`src/rtl/cpu_pkg.sv`:
```
// Shared definitions for the accumulator-style cpu_core: opcodes, flag bit
// positions, ALU operation and operand-select encodings.
package cpu_pkg;

  localparam logic [6:0] OP_NOP    = 7'h00;
  localparam logic [6:0] OP_MOV_AB = 7'h01;
  localparam logic [6:0] OP_MOV_BA = 7'h02;
  localparam logic [6:0] OP_LDI_A  = 7'h03;
  localparam logic [6:0] OP_LDI_B  = 7'h04;
  localparam logic [6:0] OP_ADD_A  = 7'h05;
  localparam logic [6:0] OP_ADD_B  = 7'h06;
  localparam logic [6:0] OP_ADDI   = 7'h07;
  localparam logic [6:0] OP_SUB    = 7'h08;
  localparam logic [6:0] OP_SUBI   = 7'h09;
  localparam logic [6:0] OP_AND    = 7'h0A;
  localparam logic [6:0] OP_OR     = 7'h0B;
  localparam logic [6:0] OP_XOR    = 7'h0C;
  localparam logic [6:0] OP_NOT    = 7'h0D;
  localparam logic [6:0] OP_SHL    = 7'h0E;
  localparam logic [6:0] OP_SHR    = 7'h0F;
  localparam logic [6:0] OP_ST     = 7'h10;
  localparam logic [6:0] OP_LD     = 7'h11;
  localparam logic [6:0] OP_CMP    = 7'h12;
  localparam logic [6:0] OP_CMPI   = 7'h13;
  localparam logic [6:0] OP_JMP    = 7'h14;
  localparam logic [6:0] OP_JEQ    = 7'h15;
  localparam logic [6:0] OP_JNE    = 7'h16;
  localparam logic [6:0] OP_JLT    = 7'h17;
  localparam logic [6:0] OP_JCS    = 7'h18;
  localparam logic [6:0] OP_HLT    = 7'h7F;

  localparam int FLAG_Z = 3;
  localparam int FLAG_N = 2;
  localparam int FLAG_C = 1;
  localparam int FLAG_V = 0;

  typedef enum logic [3:0] {
    ALU_PASS,
    ALU_ADD,
    ALU_SUB,
    ALU_AND,
    ALU_OR,
    ALU_XOR,
    ALU_NOT,
    ALU_SHL,
    ALU_SHR
  } alu_op_e;

  typedef enum logic [1:0] {
    OPND_A,
    OPND_B,
    OPND_K,
    OPND_MEM
  } opnd_sel_e;

endpackage

```
`src/rtl/cpu_alu.sv`:
```
// Combinational ALU: result of a <op> b plus Z/N/C/V status.
module cpu_alu
  import cpu_pkg::*;
#(
  parameter int DW = 8
) (
  input  logic [DW-1:0] a,
  input  logic [DW-1:0] b,
  input  alu_op_e       op,
  output logic [DW-1:0] result,
  output logic          z,
  output logic          n,
  output logic          c,
  output logic          v
);

  logic [DW:0] sum;

  always_comb begin
    sum    = '0;
    result = '0;
    c      = 1'b0;
    v      = 1'b0;
    case (op)
      ALU_PASS: result = b;
      ALU_ADD: begin
        sum    = {1'b0, a} + {1'b0, b};
        result = sum[DW-1:0];
        c      = sum[DW];
        v      = (a[DW-1] == b[DW-1]) && (result[DW-1] != a[DW-1]);
      end
      // The extra top bit of the widened difference is the unsigned borrow.
      ALU_SUB: begin
        sum    = {1'b0, a} - {1'b0, b};
        result = sum[DW-1:0];
        c      = sum[DW];
        v      = (a[DW-1] != b[DW-1]) && (result[DW-1] != a[DW-1]);
      end
      ALU_AND: result = a & b;
      ALU_OR:  result = a | b;
      ALU_XOR: result = a ^ b;
      ALU_NOT: result = ~a;
      ALU_SHL: begin
        result = {a[DW-2:0], 1'b0};
        c      = a[DW-1];
      end
      ALU_SHR: begin
        result = {1'b0, a[DW-1:1]};
        c      = a[0];
      end
      default: result = b;
    endcase
  end

  assign z = (result == '0);
  assign n = result[DW-1];

endmodule

```
`src/rtl/cpu_core.sv`:
```
// Single-cycle accumulator core: two registers, registered flags, small data
// memory, conditional jumps and a sticky halt.
module cpu_core
  import cpu_pkg::*;
#(
  parameter int DW       = 8,
  parameter int PW       = 8,
  parameter int DM_DEPTH = 16
) (
  input  logic          clk,
  input  logic          reset,
  output logic [PW-1:0] instr_addr,
  input  logic [DW+7:0] instr_data,
  output logic [DW-1:0] alu_out,
  output logic [DW-1:0] reg_a,
  output logic [DW-1:0] reg_b,
  output logic [3:0]    flags,
  output logic          halted
);

  localparam int AW = (DM_DEPTH > 1) ? $clog2(DM_DEPTH) : 1;

  typedef enum logic {ST_RUN, ST_HALT} state_e;

  state_e state, state_next;

  logic [PW-1:0] pc;
  logic [6:0]    opcode;
  logic [DW-1:0] k;
  logic          unused_mode_bit;
  logic [AW-1:0] dm_addr;
  logic [DW-1:0] mem [DM_DEPTH];
  logic [DW-1:0] mem_rdata;
  logic [DW-1:0] operand;

  alu_op_e   alu_op;
  opnd_sel_e opnd_sel;
  logic      wr_a, wr_b, flag_we, mem_we, take_jump, do_halt;
  logic      alu_z, alu_n, alu_c, alu_v;
  logic      run;

  assign opcode          = instr_data[DW+7:DW+1];
  assign k               = instr_data[DW-1:0];
  assign unused_mode_bit = instr_data[DW];
  assign dm_addr         = k[AW-1:0];
  assign mem_rdata       = mem[dm_addr];
  assign run             = (state == ST_RUN);
  assign halted          = (state == ST_HALT);
  assign instr_addr      = pc;

  always_comb begin
    case (opnd_sel)
      OPND_A:  operand = reg_a;
      OPND_B:  operand = reg_b;
      OPND_K:  operand = k;
      default: operand = mem_rdata;
    endcase
  end

  cpu_alu #(.DW(DW)) u_alu (
    .a      (reg_a),
    .b      (operand),
    .op     (alu_op),
    .result (alu_out),
    .z      (alu_z),
    .n      (alu_n),
    .c      (alu_c),
    .v      (alu_v)
  );

  // Every register write goes through the ALU; moves and loads use PASS.
  always_comb begin
    alu_op    = ALU_PASS;
    opnd_sel  = OPND_B;
    wr_a      = 1'b0;
    wr_b      = 1'b0;
    flag_we   = 1'b0;
    mem_we    = 1'b0;
    take_jump = 1'b0;
    do_halt   = 1'b0;
    case (opcode)
      OP_MOV_AB: wr_a = 1'b1;
      OP_MOV_BA: begin opnd_sel = OPND_A; wr_b = 1'b1; end
      OP_LDI_A:  begin opnd_sel = OPND_K; wr_a = 1'b1; end
      OP_LDI_B:  begin opnd_sel = OPND_K; wr_b = 1'b1; end
      OP_ADD_A:  begin alu_op = ALU_ADD; wr_a = 1'b1; flag_we = 1'b1; end
      OP_ADD_B:  begin alu_op = ALU_ADD; wr_b = 1'b1; flag_we = 1'b1; end
      OP_ADDI:   begin alu_op = ALU_ADD; opnd_sel = OPND_K; wr_a = 1'b1; flag_we = 1'b1; end
      OP_SUB:    begin alu_op = ALU_SUB; wr_a = 1'b1; flag_we = 1'b1; end
      OP_SUBI:   begin alu_op = ALU_SUB; opnd_sel = OPND_K; wr_a = 1'b1; flag_we = 1'b1; end
      OP_AND:    begin alu_op = ALU_AND; wr_a = 1'b1; flag_we = 1'b1; end
      OP_OR:     begin alu_op = ALU_OR;  wr_a = 1'b1; flag_we = 1'b1; end
      OP_XOR:    begin alu_op = ALU_XOR; wr_a = 1'b1; flag_we = 1'b1; end
      OP_NOT:    begin alu_op = ALU_NOT; wr_a = 1'b1; flag_we = 1'b1; end
      OP_SHL:    begin alu_op = ALU_SHL; wr_a = 1'b1; flag_we = 1'b1; end
      OP_SHR:    begin alu_op = ALU_SHR; wr_a = 1'b1; flag_we = 1'b1; end
      OP_ST:     mem_we = 1'b1;
      OP_LD:     begin opnd_sel = OPND_MEM; wr_a = 1'b1; end
      OP_CMP:    begin alu_op = ALU_SUB; flag_we = 1'b1; end
      OP_CMPI:   begin alu_op = ALU_SUB; opnd_sel = OPND_K; flag_we = 1'b1; end
      OP_JMP:    take_jump = 1'b1;
      OP_JEQ:    take_jump = flags[FLAG_Z];
      OP_JNE:    take_jump = ~flags[FLAG_Z];
      OP_JLT:    take_jump = flags[FLAG_N] ^ flags[FLAG_V];
      OP_JCS:    take_jump = flags[FLAG_C];
      OP_HLT:    do_halt = 1'b1;
      default:   ;
    endcase
  end

  always_ff @(posedge clk) begin
    if (reset) state <= ST_RUN;
    else       state <= state_next;
  end

  always_comb begin
    state_next = state;
    if (state == ST_RUN && do_halt) state_next = ST_HALT;
  end

  always_ff @(posedge clk) begin
    if (reset) begin
      pc    <= '0;
      reg_a <= '0;
      reg_b <= '0;
      flags <= '0;
    end else if (run) begin
      pc <= take_jump ? PW'(k) : pc + PW'(1);
      if (wr_a)    reg_a <= alu_out;
      if (wr_b)    reg_b <= alu_out;
      if (flag_we) flags <= {alu_z, alu_n, alu_c, alu_v};
    end
  end

  // Memory has no reset; contents survive reset and halt.
  always_ff @(posedge clk) begin
    if (!reset && run && mem_we) mem[dm_addr] <= reg_a;
  end

endmodule

```
`config.mk`:
```
export PLATFORM = sky130hd
export DESIGN_NAME = cpu_core
export DESIGN_NICKNAME = d
export VERILOG_FILES = /design/src/rtl/cpu_pkg.sv /design/src/rtl/cpu_alu.sv /design/src/rtl/cpu_core.sv
export SDC_FILE = /design/constraint.sdc
export NUM_CORES = 1
export LEC_CHECK = 0
export CORE_ASPECT_RATIO = 0.5
export CORE_MARGIN = 3
export CORE_UTILIZATION = 25
export CTS_CLUSTER_DIAMETER = 60
export DETAILED_ROUTE_END_ITERATION = 7
export MAX_ROUTING_LAYER = met4
export SETUP_SLACK_MARGIN = 0.2
export SYNTH_ARGS = -nofsm -noshare
export SYNTH_HDL_FRONTEND = slang
export SYNTH_SLANG_ARGS = --single-unit
```
`constraint.sdc`:
```
create_clock -name clk -period 5.6 [get_ports clk]
set_input_delay 1.12 -clock clk [delete_from_list [all_inputs] [get_ports clk]]
set_output_delay 1.12 -clock clk [all_outputs]
set_load 0.02 [all_outputs]
```
==> results of run 1 <==
## layout make-up
type	count	area, um^2
fillers	3090	20700
flip-flops and latches	157	4420
multi-input cells	423	3900
repair buffers	192	1670
well taps	432	541
clock buffers	18	429
inverters	40	155
clock inverters	14	153
diodes	2	5.00
## synth_stat cells, types with 6 or more instances
cell        n  area, um^2
nor3_1     19        95.1
mux2i_1    20         200
inv_2       6        22.5
a211oi_1   12        90.1
buf_2      13        65.1
a21oi_1    26         130
mux4_2     36         811
nor2_1     64         240
o21ai_0    25         125
nand2b_1   12        75.1
nand2_1    28         105
inv_1      34         128
dfxtp_1    29         581
edfxtp_1  128        3840
o21a_1      8        60.1
ha_1       25         313
nand3_1    10        50.1
nor2b_1    11        68.8
clkbuf_1   16        60.1
and3_1      8        50.1
buf_4       6        45.0
o22ai_1     8        50.1
or3_1       8        50.1
o21ai_1     8        40.0
o221ai_1    8        70.1
## metrics by stage
stage               utilization [%]  hold WS [ns]  instances  setup TNS (ns)  area (um^2)
floorplan                         -         0.569        659               0         8200
global placement               31.1         0.500       1221           -5.97         9930
detailed placement             31.1         0.510       1221           -6.48         9930
CTS                            34.1         0.523       1269          -0.118        10900
global route                   35.3         0.567       1278          -0.354        11300
finish                         35.3         0.517       1278         -0.0681        11300
## report_power, final
part	internal, mW	leakage (nW)	switching (mW)	total (mW)
clock network	0.595	0.283	0.545	1.14
registers	1.26	1.23	0.00582	1.26
logic	0.145	2.30	0.163	0.309
total	2.00	3.81	0.715	2.71
## worst register-to-register path: stages (launching register included)
cell      delay [ns]
edfxtp_1        0.37
mux4_2          0.46
nor2b_1         0.15
a211oi_2        0.19
buf_4           0.15
a21oi_1         0.08
o21ai_2         0.21
ha_1            0.30
and3_4          0.18
a221oi_4        0.25
buf_4           0.15
nand2b_1        0.07
a221o_1         0.33
a21oi_2         0.18
o21ai_2         0.10
buf_4           0.16
nor4_1          0.43
buf_4           0.19
a21o_1          0.10
## worst min path at each step
stage                     depth (start not counted)                     to  slack (ns)
final                                             2  flags[0]$_SDFFE_PP0P_        0.52
after global placement                            2  flags[0]$_SDFFE_PP0P_        0.50
after detailed placement                          2  flags[0]$_SDFFE_PP0P_        0.51
after global routing                              2  reg_b[5]$_SDFFE_PP0P_        0.57
after CTS                                         2  flags[0]$_SDFFE_PP0P_        0.52
after floorplan                                   2  reg_b[7]$_SDFFE_PP0P_        0.57
## state kept, by name, summed over array words and instances, names as in the netlist
| register | cells |
|---|---|
| mem | 128 |
| instr_addr | 8 |
| reg_a | 8 |
| reg_b | 8 |
| flags | 4 |
| halted | 1 |
## cells by family (layout without fill, tap and decap cells)
group,count (synthesis),in the layout,share of synthesized area [%]
compound gates,140,140,11.9
xor+xnor,4,4,0.428
fa+ha+maj,27,27,4.31
buf+inv,79,264,4.39
flops,157,157,54.1
mux,56,56,12.4
other cells,0,2,0
simple gates,196,196,12.5
## placed cells by master, fill, tap and decap left out, drive strengths merged, types with 7 or more instances in the layout
| cell type | instances |
|---|---|
| mux2i | 20 |
| or3 | 8 |
| o221ai | 9 |
| o21ai | 34 |
| nor2b | 11 |
| o21a | 8 |
| mux4 | 36 |
| clkbuf | 18 |
| a211oi | 13 |
| clkdlybuf4s50 | 34 |
| nand2 | 29 |
| ha | 25 |
| o22ai | 8 |
| and3 | 8 |
| nand2b | 12 |
| clkinv | 7 |
| nand3 | 10 |
| a21oi | 27 |
| nor3 | 21 |
| dfxtp | 29 |
| nor2 | 65 |
| inv | 47 |
| edfxtp | 128 |
| buf | 154 |
## routing by layer
metal,part of all wire [%],vias up,routed length (um),global-route usage (%)
li1,-,2868,-,-
met5,0,-,0,-
met3,7.6,27,1890,3.24
met1,43,3180,10700,18.6
met4,1.7,0,422,3.66
met2,48,260,11800,22.6
## what timing repair did
item | in CTS | in global routing
pin swaps | 33 | 30
setup endpoints to repair | 8 | 8
cloned | 0 | 0
hold endpoints to repair | 0 | 0
gates resized for setup | 135 | 63
buffers inserted | 16 | 7
==> impl_results.md, run 1 <==
* Status: finished, violations left
* Failing checks: setup timing
* Critical path's slowest cell: or3_4
* Critical path class: input port to primary output
* Tot GR Track Use at approximately 14%
* Avg WL per Cell at just under 20 um
* Total stage count of the critical path at 19
* Pre-antenna DRT Iters at 5
* # hold bufs at CTS at 0
* Initial Util at between 20 and 30%
* Worst hold path class: flip-flop to flip-flop
* Via count at roughly 6300
* Skew final at between 0.015 and 0.02 ns
* CTS tree: done
* Htree depth at 4
* Launch point of the worst path: instr_data[14]
* Clk_lat worst skew at 0.44 ns
* Overall power at about 2.7 mW
* Hold Vio Cnt, Final at 0
* Clock Tree Buf Depth at 2
* Post-synthesis register bit count at approximately 160
* Number of distinct library cells after synthesis at 73
* Final setup violation count at 2
* Area Growth Syn to Fin at 37.9%
* Residual DRC count at 0
* Synth Net Count at 704
* CP delay by family, top: simple AND/OR/NAND/NOR gates
* Crit path cell chain: dlygate4sd2_1 > buf_4 > nor3_4 > nand3_4 > and2_4 > a221o_1 > o21ai_2 > inv_2 > ha_4 > a21o_1 > a221oi_4 > buf_4 > nor4b_4 > or3_1 > a32oi_1 > or3_4 > o21ai_2 > inv_1 > buf_6
* Fin crit period at ~5.7 ns
* Crit path max fanout at 3
* Worst setup endpoint: alu_out[7]
* Clk slew on worst S/H paths at 0.08 ns
* Core Region at ~32000 um^2
* Flop-to-flop setup slack at 1.51 ns
* CTS Sinks at around 160
* Tcrit/Tclk final at 101%
* Die H at between 100 and 150 um
* Reg2Reg Depth at 18
* RSZ-0062 raised after global routing: yes
* Initial antenna violation count at 2
* Mapped Cells at between 600 and 700
* Iteration-0 DRC Markers at between 600 and 700
* HP Start: flags[0]$_SDFFE_PP0P_
* Maximum vdd drop at approximately 200 uV
* CP required at 4.48 ns
* I/O pin total at 55
* Die width at between 200 and 300 um
* Leakage at ~3.8 nW
* Mapped Area at between 8000 and 9000 um^2
* Total die area at between 30000 and 40000 um^2
* Max Fclk at 0.177 GHz
* CP max stage delay at between 0.3 and 0.4 ns
* FF-to-FF End: flags[3]$_SDFFE_PP0P_
* Top FF cell, synth: edfxtp_1
* Clk root buf: clkbuf_16
* Worst path bufs/invs at 6
* Routed WL at between 20000 and 25000 um
* Row cnt at 46
* Worst slew margin at ~35%
* Dpl hpwl at between 15000 and 20000 um
* GRT overflow at 0
* Placer's final routability congestion estimate at ~0.94
* Number of max-slew violations in the final report at 0
* Cell Pwr Density at ~240 nW/um^2
* Fraction of layout cells with a size suffix above 1 at a little under two fifths
* RR Startpoint: mem[3][4]$_DFFE_PP_
* Pin count of the biggest net entering global routing at 35
* Nets at 876
* Max-cap viol count at 0
* Setup ws final at -0.0533 ns
* Seq/Total Area, Yosys at a little over half
* Via/cell ratio at 4.96
* Vias in the first global route at 6280
* Post-synthesis area per instance at between 10 and 15 um^2
* I/O Buffers at 53
* DRT antenna net count at 0
* Worst-Margin Slew at 0.968 ns
* Setup crit start kind: input port
* TritonCTS buffer count at 17
* Yosys warns at 0
* Pre-CTS WS at -1.10 ns
* Critical path arrival at about 4.5 ns
* Post-synthesis async set-or-reset flop share at 0%
* Setup crit end kind: primary output
* First-pass GRT wire length at 37000 um
* Post-synth EDFFs at between 100 and 150
No activity file was read; power rests on OpenSTA's default activity.
==> run 2, diff against run 1 <==
Settings changed: DONT_BUFFER_PORTS set to 1.
==> impl_results.md, run 2 (synthesis results as in run 1) <==
* I/O pin total at between 50 and 60
* Crit path max fanout at 21
* Nets at ~760
* CTS Sinks at about 160
* Via/cell ratio at between 5 and 6
* Number of max-slew violations in the final report at 0
* Fin cells at roughly 1200
* GRT overflow at 0
* Pin count of the biggest net entering global routing at roughly 40
* Worst-Margin Slew at around 1.1 ns
* Setup crit end kind: primary output
* Dpl hpwl at 15500 um
* Tcrit/Tclk final at a little over nine tenths
* Routed WL at around 23000 um
* Leakage at between 3 and 4 nW
* Setup crit start kind: input port
* Most frequent cells in the layout: edfxtp_1 (128), buf_4 (73), nor2_1 (63), mux4_2 (36)
* Via count at ~5800
* Placer's final routability congestion estimate at approximately 0.89
* Final instance area at between 10000 and 15000 um^2
* Commonest non-fill, non-tap cell in the layout: edfxtp_1
* Placed Area at 9020 um^2
* Vias in the first global route at a little under 6000
* Reg2Reg Depth at 17
* Clk slew on worst S/H paths at ~0.07 ns
* Worst hold path class: flip-flop to flip-flop
* Iteration-0 DRC Markers at approximately 500
* I/O Buffers at 0
* Initial Util at between 20% and 30%
* Hold Vio Cnt, Final at 0
* Worst slew margin at between 20 and 30%
* Critical path class: input port to primary output
* CP required at about 4.5 ns
* Critical path arrival at 4.37 ns
* Total die area at around 35000 um^2
* Core Region at between 30000 and 40000 um^2
* Die width at between 200 and 300 um
* Max Fclk at ~0.18 GHz
* Skew final at 0.0143 ns
* # hold bufs at CTS at 0
* Max FFs per register at between 100 and 150
* # fillers at roughly 3200
* ANT cells at 0
* Cell Pwr Density at about 260 nW/um^2
* CTS tree: done
* Clk_lat worst skew at ~0.43 ns
* Residual DRC count at 0
* Initial antenna violation count at 0
* Setup TNS at 0 ns
* Reg with most FFs: mem
* Area Growth Syn to Fin at 23.8%
* DRT antenna net count at 0
* Row cnt at between 40 and 50
* Pre-antenna DRT Iters at 5
* Avg WL per Cell at between 15 and 20 um
* Placed Cells at between 1000 and 1500
* Max-cap viol count at 0
* Die H at between 100 and 150 um
* TritonCTS buffer count at 17
* Clock Tree Buf Depth at 2
* First-pass GRT wire length at ~35000 um
* Maximum vdd drop at between 200 and 250 uV
* Tot GR Track Use at 13.6%
* Status: finished, final reports clean
* Htree depth at 4
* Clk root buf: clkbuf_16
* Fin crit period at roughly 5.5 ns
* Fraction of layout cells with a size suffix above 1 at ~30%
* Final setup violation count at 0
* RSZ-0062 raised after global routing: yes
* Hold depth at 2
[run 2: stage by stage]
| stage | utilization [%] | power [mW] | setup WS, ns | hold slack [ns] |
|---|---|---|---|---|
| 3_3_place_gp | 28.2 | 1.45 | -0.238 | 0.474 |
| 5_1_grt | 31.7 | 2.68 | 0.0248 | 0.579 |
| 6_report | 31.7 | 2.60 | 0.108 | 0.552 |
| 2_1_floorplan | - | 1.43 | 0.207 | 0.569 |
| 4_1_cts | 30.9 | 2.59 | 0.109 | 0.517 |
| 3_5_place_dp | 28.2 | 1.46 | -0.296 | 0.499 |
[run 2: final timing paths]
kind | startpoint | to | slack, ns
max | instr_data[11] | alu_out[7] | 0.11
min | reg_a[4]$_SDFFE_PP0P_ | reg_a[4]$_SDFFE_PP0P_ | 0.55
max reg2reg | mem[12][1]$_DFFE_PP_ | flags[3]$_SDFFE_PP0P_ | 1.38
min reg2reg | reg_a[4]$_SDFFE_PP0P_ | reg_a[4]$_SDFFE_PP0P_ | 0.55
[run 2: critical path, stage by stage]
cell	delay, ns
nor4bb_4	0.30
nor4_2	0.09
buf_4	0.17
or2_4	0.26
and2_4	0.16
a221o_1	0.30
o21ai_2	0.08
inv_2	0.08
ha_4	0.17
a21o_1	0.21
a221oi_2	0.25
buf_4	0.17
nor4b_4	0.23
or3_4	0.19
a32oi_2	0.05
or3_4	0.36
o21ai_4	0.08
inv_2	0.09
[run 2: layout make-up]
cell class / instances / area [um^2] / area share [%]
clock inverters: 15 / 153 / 1.51
multi-input cells: 423 / 3810 / 37.6
inverters: 40 / 153 / 1.51
repair buffers: 79 / 619 / 6.12
clock buffers: 17 / 425 / 4.20
flip-flops and latches: 157 / 4420 / 43.7
well taps: 432 / 541 / 5.34
[run 2: per-layer routing]
| layer | up-vias | global-route usage [%] | share of wire [%] |
|---|---|---|---|
| met1 | 2939 | 16.9 | 43 |
| met2 | 187 | 21.6 | 48 |
| li1 | 2645 | - | - |
| met4 | 0 | 5.47 | 2.6 |
| met3 | 47 | 3.19 | 6.6 |
| met5 | - | - | 0 |
[run 2: report_power, final]
part,total (mW),internal (mW),switching [mW]
clock network,1.13,0.626,0.505
registers,1.27,1.26,0.0109
logic,0.197,0.0967,0.100
total,2.60,1.98,0.616
[run 2: timing repair]
action,4_1_cts,5_1_grt
endpoints found under the setup margin,6,6
buffers inserted,6,7
endpoints found under the hold margin,0,0
pin swaps,18,20
gates resized for setup,38,39
==> run 3, diff against run 2 <==
Settings changed: TNS_END_PERCENT set to 1.
==> impl_results.md, run 3 (synthesis results as in run 1) <==
* Tot GR Track Use at 13.6%
* RSZ-0062 raised after global routing: yes
* Hold Vio Cnt, Final at 0
* I/O pin total at 55
* CP delay by family, top: simple AND/OR/NAND/NOR gates
* Overall power at ~2.6 mW
* Max Fclk at 0.181 GHz
* Clock Tree Buf Depth at 2
* Flop-to-flop setup slack at about 1.4 ns
* Area Growth Syn to Fin at 23.2%
* I/O Buffers at 0
* Worst setup endpoint: alu_out[7]
* CP max stage delay at ~0.36 ns
* Worst hold path class: flip-flop to flip-flop
* Critical path's slowest cell: or3_4
* Launch point of the worst path: instr_data[11]
* Hold depth at 2
* Tcrit/Tclk final at between 90% and 100%
* Worst slew margin at 28.8%
* Clk slew on worst S/H paths at approximately 0.070 ns
* Setup crit start kind: input port
* GRT overflow at 0
* Crit path max fanout at 21
* Cell Pwr Density at approximately 260 nW/um^2
* Worst-Margin Slew at 1.06 ns
* Dpl hpwl at ~16000 um
* TritonCTS buffer count at 17
* CP required at 4.48 ns
* Critical path arrival at about 4.4 ns
* Clk root buf: clkbuf_16
* Via/cell ratio at around 5
* ANT cells at 0
* Die H at between 100 and 150 um
* Nets at 760
* Row cnt at 46
* Critical path class: input port to primary output
* HP Start: reg_a[4]$_SDFFE_PP0P_
* Final setup violation count at 0
* Most frequent cells in the layout: edfxtp_1 (128), buf_4 (72), nor2_1 (64), mux4_2 (36), inv_1 (30)
* Fraction of layout cells with a size suffix above 1 at between 20% and 30%
* RR Startpoint: mem[2][4]$_DFFE_PP_
* Crit path cell chain: nor4bb_4 > nor4_2 > buf_4 > or2_4 > and2_4 > a221o_1 > o21ai_2 > inv_2 > ha_4 > a21o_1 > a221oi_2 > buf_4 > nor4b_4 > or3_4 > a32oi_2 > or3_4 > o21ai_4 > inv_2
* CTS tree: done
* Vias in the first global route at between 5000 and 6000
* Status: finished, final reports clean
* Fin crit period at 5.52 ns
* Number of max-slew violations in the final report at 0
* Final instance area at roughly 10000 um^2
* First-pass GRT wire length at 34900 um
* # hold bufs at CTS at 0
* Setup ws final at just over 0.08 ns
* Initial Util at 25.6%
* Tightest hold margin at around 0.54 ns
* Setup crit end kind: primary output
* Placer's final routability congestion estimate at slightly below 0.9
* Max FFs per register at 128
* FF-to-FF End: flags[3]$_SDFFE_PP0P_
* Placed Area at about 9000 um^2
* Pre-antenna DRT Iters at 5
* Core Region at ~32000 um^2
* Commonest non-fill, non-tap cell in the layout: edfxtp_1
* Routed WL at about 23000 um
* Worst path bufs/invs at 4
* Clk_lat worst skew at 0.43 ns
* Final Util at between 30% and 40%
* DRT antenna net count at 0
* Total die area at around 35000 um^2
* Reg with most FFs: mem
* Skew final at between 0.01 and 0.015 ns
* Via count at a little under 6000
* Initial antenna violation count at 0
* Die width at roughly 260 um
* Reg2Reg Depth at 17
* Htree depth at 4
* Iteration-0 DRC Markers at around 600
* Max-cap viol count at 0
* Residual DRC count at 0
* Leakage at between 3 and 4 nW
* Maximum vdd drop at 228 uV
* # fillers at about 3200
* Avg WL per Cell at between 15 and 20 um
* Pre-CTS WS at -0.296 ns
* Total stage count of the critical path at 18
* CTS Sinks at between 150 and 200
* Pin count of the biggest net entering global routing at 41
-- run 3: timing repair --
| action | in CTS | in global routing |
|---|---|---|
| gates resized for setup | 32 | 37 |
| pin swaps | 16 | 19 |
| endpoints found under the setup margin | 6 | 6 |
| buffers inserted | 5 | 5 |
-- run 3: through the flow --
step / std cells / setup TNS, ns
2_1_floorplan: 659 / 0
3_3_place_gp: 1118 / -0.545
3_5_place_dp: 1118 / -0.652
4_1_cts: 1155 / 0
5_1_grt: 1160 / 0
6_report: 1160 / 0
-- run 3: worst min path at each step --
stage                            endpoint  slack (ns)
floorplan           reg_b[7]$_SDFFE_PP0P_        0.57
global placement    reg_a[4]$_SDFFE_PP0P_        0.47
detailed placement  reg_a[4]$_SDFFE_PP0P_        0.50
CTS                 reg_a[4]$_SDFFE_PP0P_        0.52
global route        reg_a[4]$_SDFFE_PP0P_        0.58
finish              reg_a[4]$_SDFFE_PP0P_        0.54
-- run 3: where the power goes --
| part | total (mW) | leakage (nW) | switching (mW) | internal (mW) |
|---|---|---|---|---|
| Combinational | 0.194 | 1.74 | 0.0994 | 0.0944 |
| Clock | 1.13 | 0.278 | 0.505 | 0.627 |
| Sequential | 1.27 | 1.23 | 0.0109 | 1.26 |
-- run 3: worst min-delay path, cell delays in order, from the launching register on --
cell and delay [ns]:
dfxtp_1 0.34, mux2i_1 0.08, nor2_1 0.08
-- run 3: per-layer routing --
metal / track usage, % / part of all wire (%) / vias up
li1: - / - / 2636
met1: 17.0 / 42 / 2911
met2: 21.6 / 48 / 214
met3: 3.06 / 7.9 / 37
met4: 5.07 / 2.2 / 0
met5: - / 0 / -
-- run 3: area by class of cell --
cell class | count | area (um^2) | area share [%]
multi-input combinational | 423 | 3790 | 37.7
timing repair buffer | 76 | 586 | 5.81
inverter | 40 | 153 | 1.52
clock buffer | 17 | 425 | 4.22
clock inverter | 15 | 153 | 1.52
sequential | 157 | 4420 | 43.9
tap | 432 | 541 | 5.37
